$ cat src/rtl/pulse_handshake_tx.sv
// Multi-channel source-side pulse handshake engine for 1-bit CDC.
// Each channel queues pulses in a saturating counter and issues one req/ack handshake per pulse.
module pulse_handshake_tx #(
  parameter int unsigned CH          = 4,
  parameter int unsigned SYNC_STAGES = 2,
  parameter int unsigned CNT_W       = 4,
  parameter int unsigned MODE        = 0
) (
  input  logic                  clk,
  input  logic                  rst_n,
  input  logic [CH-1:0]         pulse_in,
  input  logic [CH-1:0]         ovf_clr,
  input  logic [CH-1:0]         ack_in,
  output logic [CH-1:0]         req_out,
  output logic [CH-1:0]         busy,
  output logic [CH*CNT_W-1:0]   pending,
  output logic [CH-1:0]         overflow
);

  typedef enum logic [1:0] {
    ST_IDLE    = 2'd0,
    ST_REQ     = 2'd1,
    ST_RELEASE = 2'd2,
    ST_WAIT    = 2'd3
  } state_e;

  localparam logic [CNT_W-1:0] CNT_MAX = '1;

  for (genvar i = 0; i < int'(CH); i++) begin : g_ch
    state_e                 state_q, state_d;
    logic                   req_q, req_d;
    logic                   busy_q, busy_d;
    logic                   ovf_q, ovf_d;
    logic [CNT_W-1:0]       pend_q, pend_d;
    logic [SYNC_STAGES-1:0] sync_q;
    logic                   ack_s;
    logic                   start;
    logic                   consume;
    logic                   inc;
    logic                   drop;

    // ack synchroniser; only its last stage is seen by the FSM
    always_ff @(posedge clk or negedge rst_n) begin
      if (!rst_n) begin
        sync_q <= '0;
      end else begin
        sync_q <= {sync_q[SYNC_STAGES-2:0], ack_in[i]};
      end
    end

    assign ack_s = sync_q[SYNC_STAGES-1];

    always_ff @(posedge clk or negedge rst_n) begin
      if (!rst_n) begin
        state_q <= ST_IDLE;
        req_q   <= 1'b0;
        busy_q  <= 1'b0;
        ovf_q   <= 1'b0;
        pend_q  <= '0;
      end else begin
        state_q <= state_d;
        req_q   <= req_d;
        busy_q  <= busy_d;
        ovf_q   <= ovf_d;
        pend_q  <= pend_d;
      end
    end

    always_comb begin
      state_d = state_q;
      req_d   = req_q;
      pend_d  = pend_q;
      ovf_d   = ovf_q;

      start   = (state_q == ST_IDLE) && ((pend_q != '0) || pulse_in[i]);
      // an idle channel with nothing queued launches the new pulse directly
      consume = start && (pend_q == '0);
      inc     = pulse_in[i] && !consume;
      drop    = pulse_in[i] && (pend_q == CNT_MAX) && !start;

      if (inc && !start) begin
        if (pend_q != CNT_MAX) begin
          pend_d = pend_q + CNT_W'(1);
        end
      end else if (!inc && start && !consume) begin
        pend_d = pend_q - CNT_W'(1);
      end

      if (drop) begin
        ovf_d = 1'b1;
      end else if (ovf_clr[i]) begin
        ovf_d = 1'b0;
      end

      unique case (state_q)
        ST_IDLE: begin
          if (start) begin
            if (MODE == 0) begin
              state_d = ST_REQ;
              req_d   = 1'b1;
            end else begin
              state_d = ST_WAIT;
              req_d   = ~req_q;
            end
          end
        end
        ST_REQ: begin
          if (ack_s) begin
            state_d = ST_RELEASE;
            req_d   = 1'b0;
          end
        end
        ST_RELEASE: begin
          if (!ack_s) begin
            state_d = ST_IDLE;
          end
        end
        ST_WAIT: begin
          if (ack_s == req_q) begin
            state_d = ST_IDLE;
          end
        end
        default: begin
          state_d = ST_IDLE;
        end
      endcase

      busy_d = (state_d != ST_IDLE);
    end

    assign req_out[i]                 = req_q;
    assign busy[i]                    = busy_q;
    assign overflow[i]                = ovf_q;
    assign pending[i*CNT_W +: CNT_W]  = pend_q;
  end

endmodule

$ cat config.mk
export PLATFORM = sky130hd
export DESIGN_NAME = pulse_handshake_tx
export DESIGN_NICKNAME = d
export VERILOG_FILES = /design/src/rtl/pulse_handshake_tx.sv
export SDC_FILE = /design/constraint.sdc
export NUM_CORES = 1
export LEC_CHECK = 0
export BUFFER_PORTS_ARGS = -buffer_cell sky130_fd_sc_hd__buf_2
export CAP_MARGIN = 5
export CORE_MARGIN = 2
export CORE_UTILIZATION = 55
export CTS_CLUSTER_SIZE = 10
export DETAILED_ROUTE_END_ITERATION = 8
export GPL_TIMING_DRIVEN = 0
export PLACE_DENSITY = 0.82
export SETUP_SLACK_MARGIN = 0.5
export SLEW_MARGIN = 20
export SYNTH_ARGS = -nofsm -noshare
export SYNTH_HDL_FRONTEND = slang
export SYNTH_SLANG_ARGS = --single-unit
$ cat constraint.sdc
create_clock -name clk -period 2.7 [get_ports clk]
set_input_delay 0.135 -clock clk [delete_from_list [all_inputs] [get_ports clk]]
set_output_delay 0.135 -clock clk [all_outputs]
set_load 0.03 [all_outputs]
==> reports/metrics.yaml, run 1 <==
cts:
  cts_root_buf: "clkbuf_8"
  cts_tree: "done"
  numCtsBuffers: 5
  clk_latency_ps: 290
  htreeDepth: 2
  clockBufferDepth: 2
  cts.sinks: 44
  path_clk_slew_ps: 80
  cts_setup_buffers: 0
worst_setup_path:
  slowest_delay_ps: 360
  worst-path-max-fanout: 10
  reg2reg_depth: 7
  crit_path_top_delay_cell: "dfrtp_1"
  cp_cell_sequence: "buf_2, o21ai_1, ha_1, a21o_1, a21oi_1, mux2i_1, xor2_1"
  start_kind: "register"
  rrSetupSlack_ps: 680
  path_class: "register to register"
  cpLargestDelayFamily: "compound AO/OA/AOI/OAI gates"
  worstSetupEndpointType: "register"
  required_ps: 2910
  critPathArrivalTime_ps: 2240
  r2r-start: "g_ch[1].state_q[0]"
  path_buf_inv: 1
  worstReg2RegEnd: "g_ch[1].pend_q[3]"
final_layout:
  fin_cells: 347
  nets: 320
  layout_common_cells: "buf_2 (48), dfrtp_1 (44), a21oi_1 (22)"
  design_area_um2: 3010
  final_common_cell: "buf_2"
  drive_above_1_share_pct: 33.6
  synthToLayoutAreaGrowth_pct: 18.5
  num_antenna_cells: 0
placement:
  dp_hpwl_um: 3060
  placed_cells: 333
  port_buffers: 41
  place_congestion: 0.779
  placed_cell_area_um2: 2810
detailed_routing:
  drt-total-wl_um: 4380
  drt-wirelength-per-cell_um: 12.6
  dr.pass1.iters: 4
  routed_via_density: 5.59
  drt_first_iter_violations: 109
  drcViolationCount: 0
  ant_nets: 0
  num_vias: 1941
timing:
  setup_viol: 0
  whs_ps: 25.9
  relSlewSlack_pct: 73.2
  worst_pin_slew_ps: 399
  fin_crit_sh_pct: 75.0
  skew_ps: 6.35
  period_needed_ps: 2020
  finalHoldViolCount: 0
  tns_ps: 0
  fmax_mhz: 494
  rsz0062_at_grt: "false"
  drv_slew: 0
floorplanning:
  rows: 24
  start_util_pct: 57.6
  die_h_um: 72.0
  ios: 42
  die_x_um: 72.0
  core_um2: 4410
  die_area_um2: 5180
min_path:
  hold_end: "g_ch[1].ovf_q"
  holdCritPathClass: "input port to register"
  hold-path-cell-count: 2
  worstHoldStart: "ovf_clr[1]"
synthesis:
  synth_top_area_share_pct: 43.3
  syn_area_um2: 2540
  ys_types: 38
  synth_nets: 266
  ys_ff_latch: 44
  ys_seq_area_share_pct: 43.3
  synth_cells: 240
  synth_area_leaders: "dfrtp_1 (43%), a21oi_1 (4.3%), ha_1 (3.9%), o21ai_0 (3.9%), buf_4 (3.8%)"
  yosysWarnings: 0
  synth_largest_area_cell: "dfrtp_1"
  syn-mean-instance-area_um2: 10.6
outcome:
  outcome: "finished clean"
global_route:
  grt-ovfl-total: 0
  grt_pass1_wl_um: 7730
  first_global_vias: 1765
  grtUsageTotal_pct: 18.8
  grt_max_degree: 45
  antenna_found_initial: 0
pwr:
  irDropWorstVdd_uv: 741
  cellPowerDensity_nw_per_um2: 1360
  p_leak_uw: 0.00139
  total_power_uw: 4090
job:
  maxCapViolations: 0
[cell families (layout without fill, tap and decap cells)]
kind of cell    after synthesis  count (layout)  share of synthesized area, %
compound gates               76              76                          18.4
xor+xnor                     12              12                          4.14
fa+ha+maj                    12              12                          7.09
buf+inv                      32              87                          6.99
flops                        44              44                          43.3
mux                          12              12                          5.51
simple gates                 52              52                          14.6
[state kept, by name (all words and copies together) (netlist names)]
name,flops
g_ch.pend_q,16
g_ch.state_q,8
g_ch.sync_q,8
g_ch.ovf_q,4
g_ch.busy_q,4
g_ch.req_q,4
[worst max path at each step]
stage | from | to | slack (ps) | depth (start not counted)
after floorplan | g_ch[3].state_q[0] | g_ch[3].pend_q[3] | 700 | 7
after global placement | g_ch[3].state_q[0] | g_ch[3].pend_q[3] | 470 | 7
after detailed placement | g_ch[3].state_q[0] | g_ch[3].pend_q[3] | 460 | 7
after CTS | g_ch[1].state_q[0] | g_ch[1].pend_q[3] | 510 | 7
after global routing | g_ch[0].state_q[0] | g_ch[0].pend_q[3] | 510 | 7
final | g_ch[1].state_q[0] | g_ch[1].pend_q[3] | 680 | 7
[synth_stat cells, drive strengths merged]
cell type   n
nand4       4
o21bai      4
or4         4
nor2        4
or2b        1
o21ai      28
a31o        4
ha          8
xnor2       4
a21oi      24
inv        12
dfrtp      44
mux2        4
xor2        8
buf        20
nand2       8
nand3b      8
nand2b      3
nand3       4
nor2b       4
mux2i       8
o311ai      4
o22ai       4
or2         4
a21o        4
fa          4
a2bb2oi     4
nor3        8
[per-layer routing]
layer / GRT usage [%] / vias to the layer above / part of all wire, %
li1: - / 958 / -
met1: 25.1 / 937 / 46
met2: 30.8 / 39 / 49
met3: 4.31 / 7 / 4.0
met4: 6.08 / 0 / 1.1
met5: 0 / - / 0
[area by class of cell]
cell class | count | area (µm²)
fillers | 360 | 1400
multi-input cells | 164 | 1270
flip-flops and latches | 44 | 1100
repair buffers | 47 | 275
plain buffers | 20 | 133
clock buffers | 7 | 96.3
well taps | 52 | 65.1
inverters | 12 | 45.0
clock inverters | 1 | 30.0
[power breakdown]
| part | total (µW) | switching (µW) | internal [µW] |
|---|---|---|---|
| Sequential | 1230 | 298 | 932 |
| Clock | 542 | 216 | 326 |
| Combinational | 2320 | 1280 | 1040 |
| Total | 4090 | 1790 | 2300 |
[stage by stage]
stage	util (%)	worst slack, ps
after global placement	63.7	470
after floorplan	-	696
final	68.2	675
after CTS	67.5	508
after detailed placement	63.7	462
after global routing	68.2	513
[timing repair]
action	in CTS	in global routing
setup endpoints to repair	2	5
resized for setup	2	3
endpoints found under the hold margin	4	10
hold buffers	4	1
Note: power is estimated with default switching activity, not from simulation.
==> run 2, diff against run 1 <==
- clock period: 2.7 -> 2.05 ns (I/O delays scaled with it)
==> reports/metrics.yaml, run 2 (synthesis gave the netlist of run 1 again) <==
detailed_routing:
  num_vias: 2201  # +13%
  drt-met1-wl_um: 2760  # +37%
  drt-total-wl_um: 6680  # +53%
  dr.max_layer_used: "met4"
  drt-wirelength-per-cell_um: 17.4  # +38%
  drcViolationCount: 0  # unchanged
  wl_met2_um: 3560  # +67%
  wl_met3_um: 232  # +32%
  dr.pass1.iters: 4  # unchanged
  routed_via_density: 5.73  # +2.5%
  drt_first_iter_violations: 137  # +26%
  ant_nets: 0  # unchanged
final_layout:
  layout_common_cells: "buf_4 (41), buf_2 (40), dfrtp_1 (36)"
  max_flop_register: "g_ch.pend_q"
  fin_util_pct: 81.8  # +14 points
  drive_above_1_share_pct: 51.5  # +18 points
  synthToLayoutAreaGrowth_pct: 42.0
  top_regs: "g_ch.pend_q (16), g_ch.state_q (8), g_ch.sync_q (8)"
  largest_reg_flops: 16  # unchanged
  num_antenna_cells: 0  # unchanged
  final_common_cell: "buf_4"
  nets: 358  # +12%
  fin_cells: 384  # +11%
min_path:
  worstHoldStart: "pulse_in[3]"
  hold-path-cell-count: 2  # unchanged
  holdCritPathClass: "input port to register"
  hold_end: "g_ch[3].pend_q[2]"
worst_setup_path:
  crit_start: "g_ch[3].state_q[0]"
  path_class: "register to register"
  worstSetupEndpointType: "register"
  worstReg2RegEnd: "g_ch[3].pend_q[2]"
  cp_cell_sequence: "buf_6, o21ai_4, buf_6, buf_6, fa_2, xnor2_2, nand3b_1, o311ai_0, o21ai_1"
  path_buf_inv: 3  # +2
  crit_path_top_delay_cell: "fa_2"
  required_ps: 2220  # -690 ps
  critPathArrivalTime_ps: 1970  # -270 ps
  worst-path-max-fanout: 3  # -7
  rrSetupSlack_ps: 250  # -420 ps
  cpLargestDelayFamily: "adder cells"
  start_kind: "register"
  r2r-start: "g_ch[3].state_q[0]"
  reg2reg_depth: 9  # +2
  slowest_delay_ps: 350  # about the same
  cpMostUsedCell: "buf_6"
timing:
  fin_crit_sh_pct: 87.8  # +13 points
  whs_ps: 87.1  # +61.1 ps
  fmax_mhz: 556  # +13%
  drv_slew: 0  # unchanged
  finalHoldViolCount: 0  # unchanged
  period_needed_ps: 1800  # -226 ps
  worst_pin_slew_ps: 564  # +165 ps
  setup_viol: 0  # unchanged
  skew_ps: 8.91  # +2.56 ps
  rsz0062_at_grt: "true"
  relSlewSlack_pct: 62.4  # -11 points
  tns_ps: 0  # unchanged
global_route:
  antenna_found_initial: 0  # unchanged
  grt-ovfl-total: 0  # unchanged
  grtUsageTotal_pct: 25.9  # +7.0 points
  first_global_vias: 2182  # +24%
  grt_max_degree: 45  # unchanged
  grt_pass1_wl_um: 10200  # +32%
placement:
  place_congestion: 0.818  # +5.0%
  port_buffers: 41  # unchanged
  dp_hpwl_um: 3230  # +5.6%
  placed_cells: 333  # unchanged
floorplanning:
  core_um2: 4410  # unchanged
  die_area_um2: 5180  # unchanged
  die_x_um: 72.0  # unchanged
  ios: 42  # unchanged
  die_h_um: 72.0  # unchanged
  rows: 24  # unchanged
  start_util_pct: 57.6  # unchanged
pwr:
  internal_power_uw: 3760  # +64%
  cellPowerDensity_nw_per_um2: 1890  # +39%
  pwr-share-comb_pct: 68.3  # +12 points
  p_sw_share_pct: 44.8  # +1.0 points
  power_frac_clock_pct: 7.6  # -5.7 points
  p_leak_uw: 0.00161  # +16%
  seqPwrFrac_pct: 24.1  # -6.0 points
  irDropWorstVdd_uv: 1200  # +62%
  p_sw_uw: 3060  # +71%
cts:
  numCtsBuffers: 5  # unchanged
  clockBufferDepth: 2  # unchanged
  path_clk_slew_ps: 80  # about the same
  cts_tree: "done"
  cts_root_buf: "clkbuf_8"
  cts.sinks: 44  # unchanged
  htreeDepth: 2  # unchanged
  clk_latency_ps: 300  # about the same
job:
  maxCapViolations: 0  # unchanged
outcome:
  outcome: "finished clean"
run 2: changes by cell type in the layout (fill, tap and decap cells not counted), moves of 7 or more:
| cell | before | now |
|---|---|---|
| buf_4 | 13 | 41 |
| dfrtp_1 | 44 | 36 |
| ha_1 | 8 | 0 |
| dfrtp_2 | 0 | 8 |
| buf_6 | 0 | 13 |
| a21oi_1 | 22 | 15 |
| ha_4 | 0 | 8 |
| buf_2 | 48 | 40 |
run 2: worst max path at each step:
stage	end	slack, ps	cells after the start
global placement	g_ch[3].pend_q[3]	310	7
finish	g_ch[3].pend_q[2]	250	9
CTS	g_ch[3].pend_q[3]	320	7
detailed placement	g_ch[3].pend_q[3]	260	7
floorplan	g_ch[0].pend_q[1]	400	4
global route	g_ch[3].pend_q[2]	190	9
run 2: cell type report:
type	count	area, µm²
repair buffers	85	604
multi-input cells	164	1530
flip-flops and latches	44	1110
clock inverters	1	5.00
plain buffers	20	180
clock buffers	6	72.6
inverters	12	45.0
fillers	259	805
well taps	52	65.1
run 2: routing by layer:
layer | global-route usage, % | vias to the layer above
met5 | 0 | -
li1 | - | 1033
met2 | 45.0 | 55
met1 | 32.3 | 1101
met3 | 3.61 | 12
met4 | 11.3 | 0
run 2: what timing repair did:
item                                    4_1_cts  5_1_grt
endpoints found under the setup margin       20       23
buffers inserted                             33        2
hold endpoints to repair                     24        1
hold buffers                                  8        1
gates resized for setup                      31       14
pin swaps                                    28       15
run 2: power groups by stage:
stage / registers, µW / logic [µW] / clock network (µW)
floorplan: 1920 / 2330 / 0
global placement: 1660 / 3140 / 0
detailed placement: 1670 / 3260 / 0
CTS: 1610 / 4160 / 539
global route: 1690 / 4960 / 575
finish: 1640 / 4660 / 521
run 2: through the flow:
stage	worst slack, ps	power [µW]	area (µm²)
2_1_floorplan	397	4250	2640
3_3_place_gp	310	4790	2910
3_5_place_dp	258	4930	2910
4_1_cts	320	6310	3490
5_1_grt	189	7220	3610
6_report	251	6820	3610
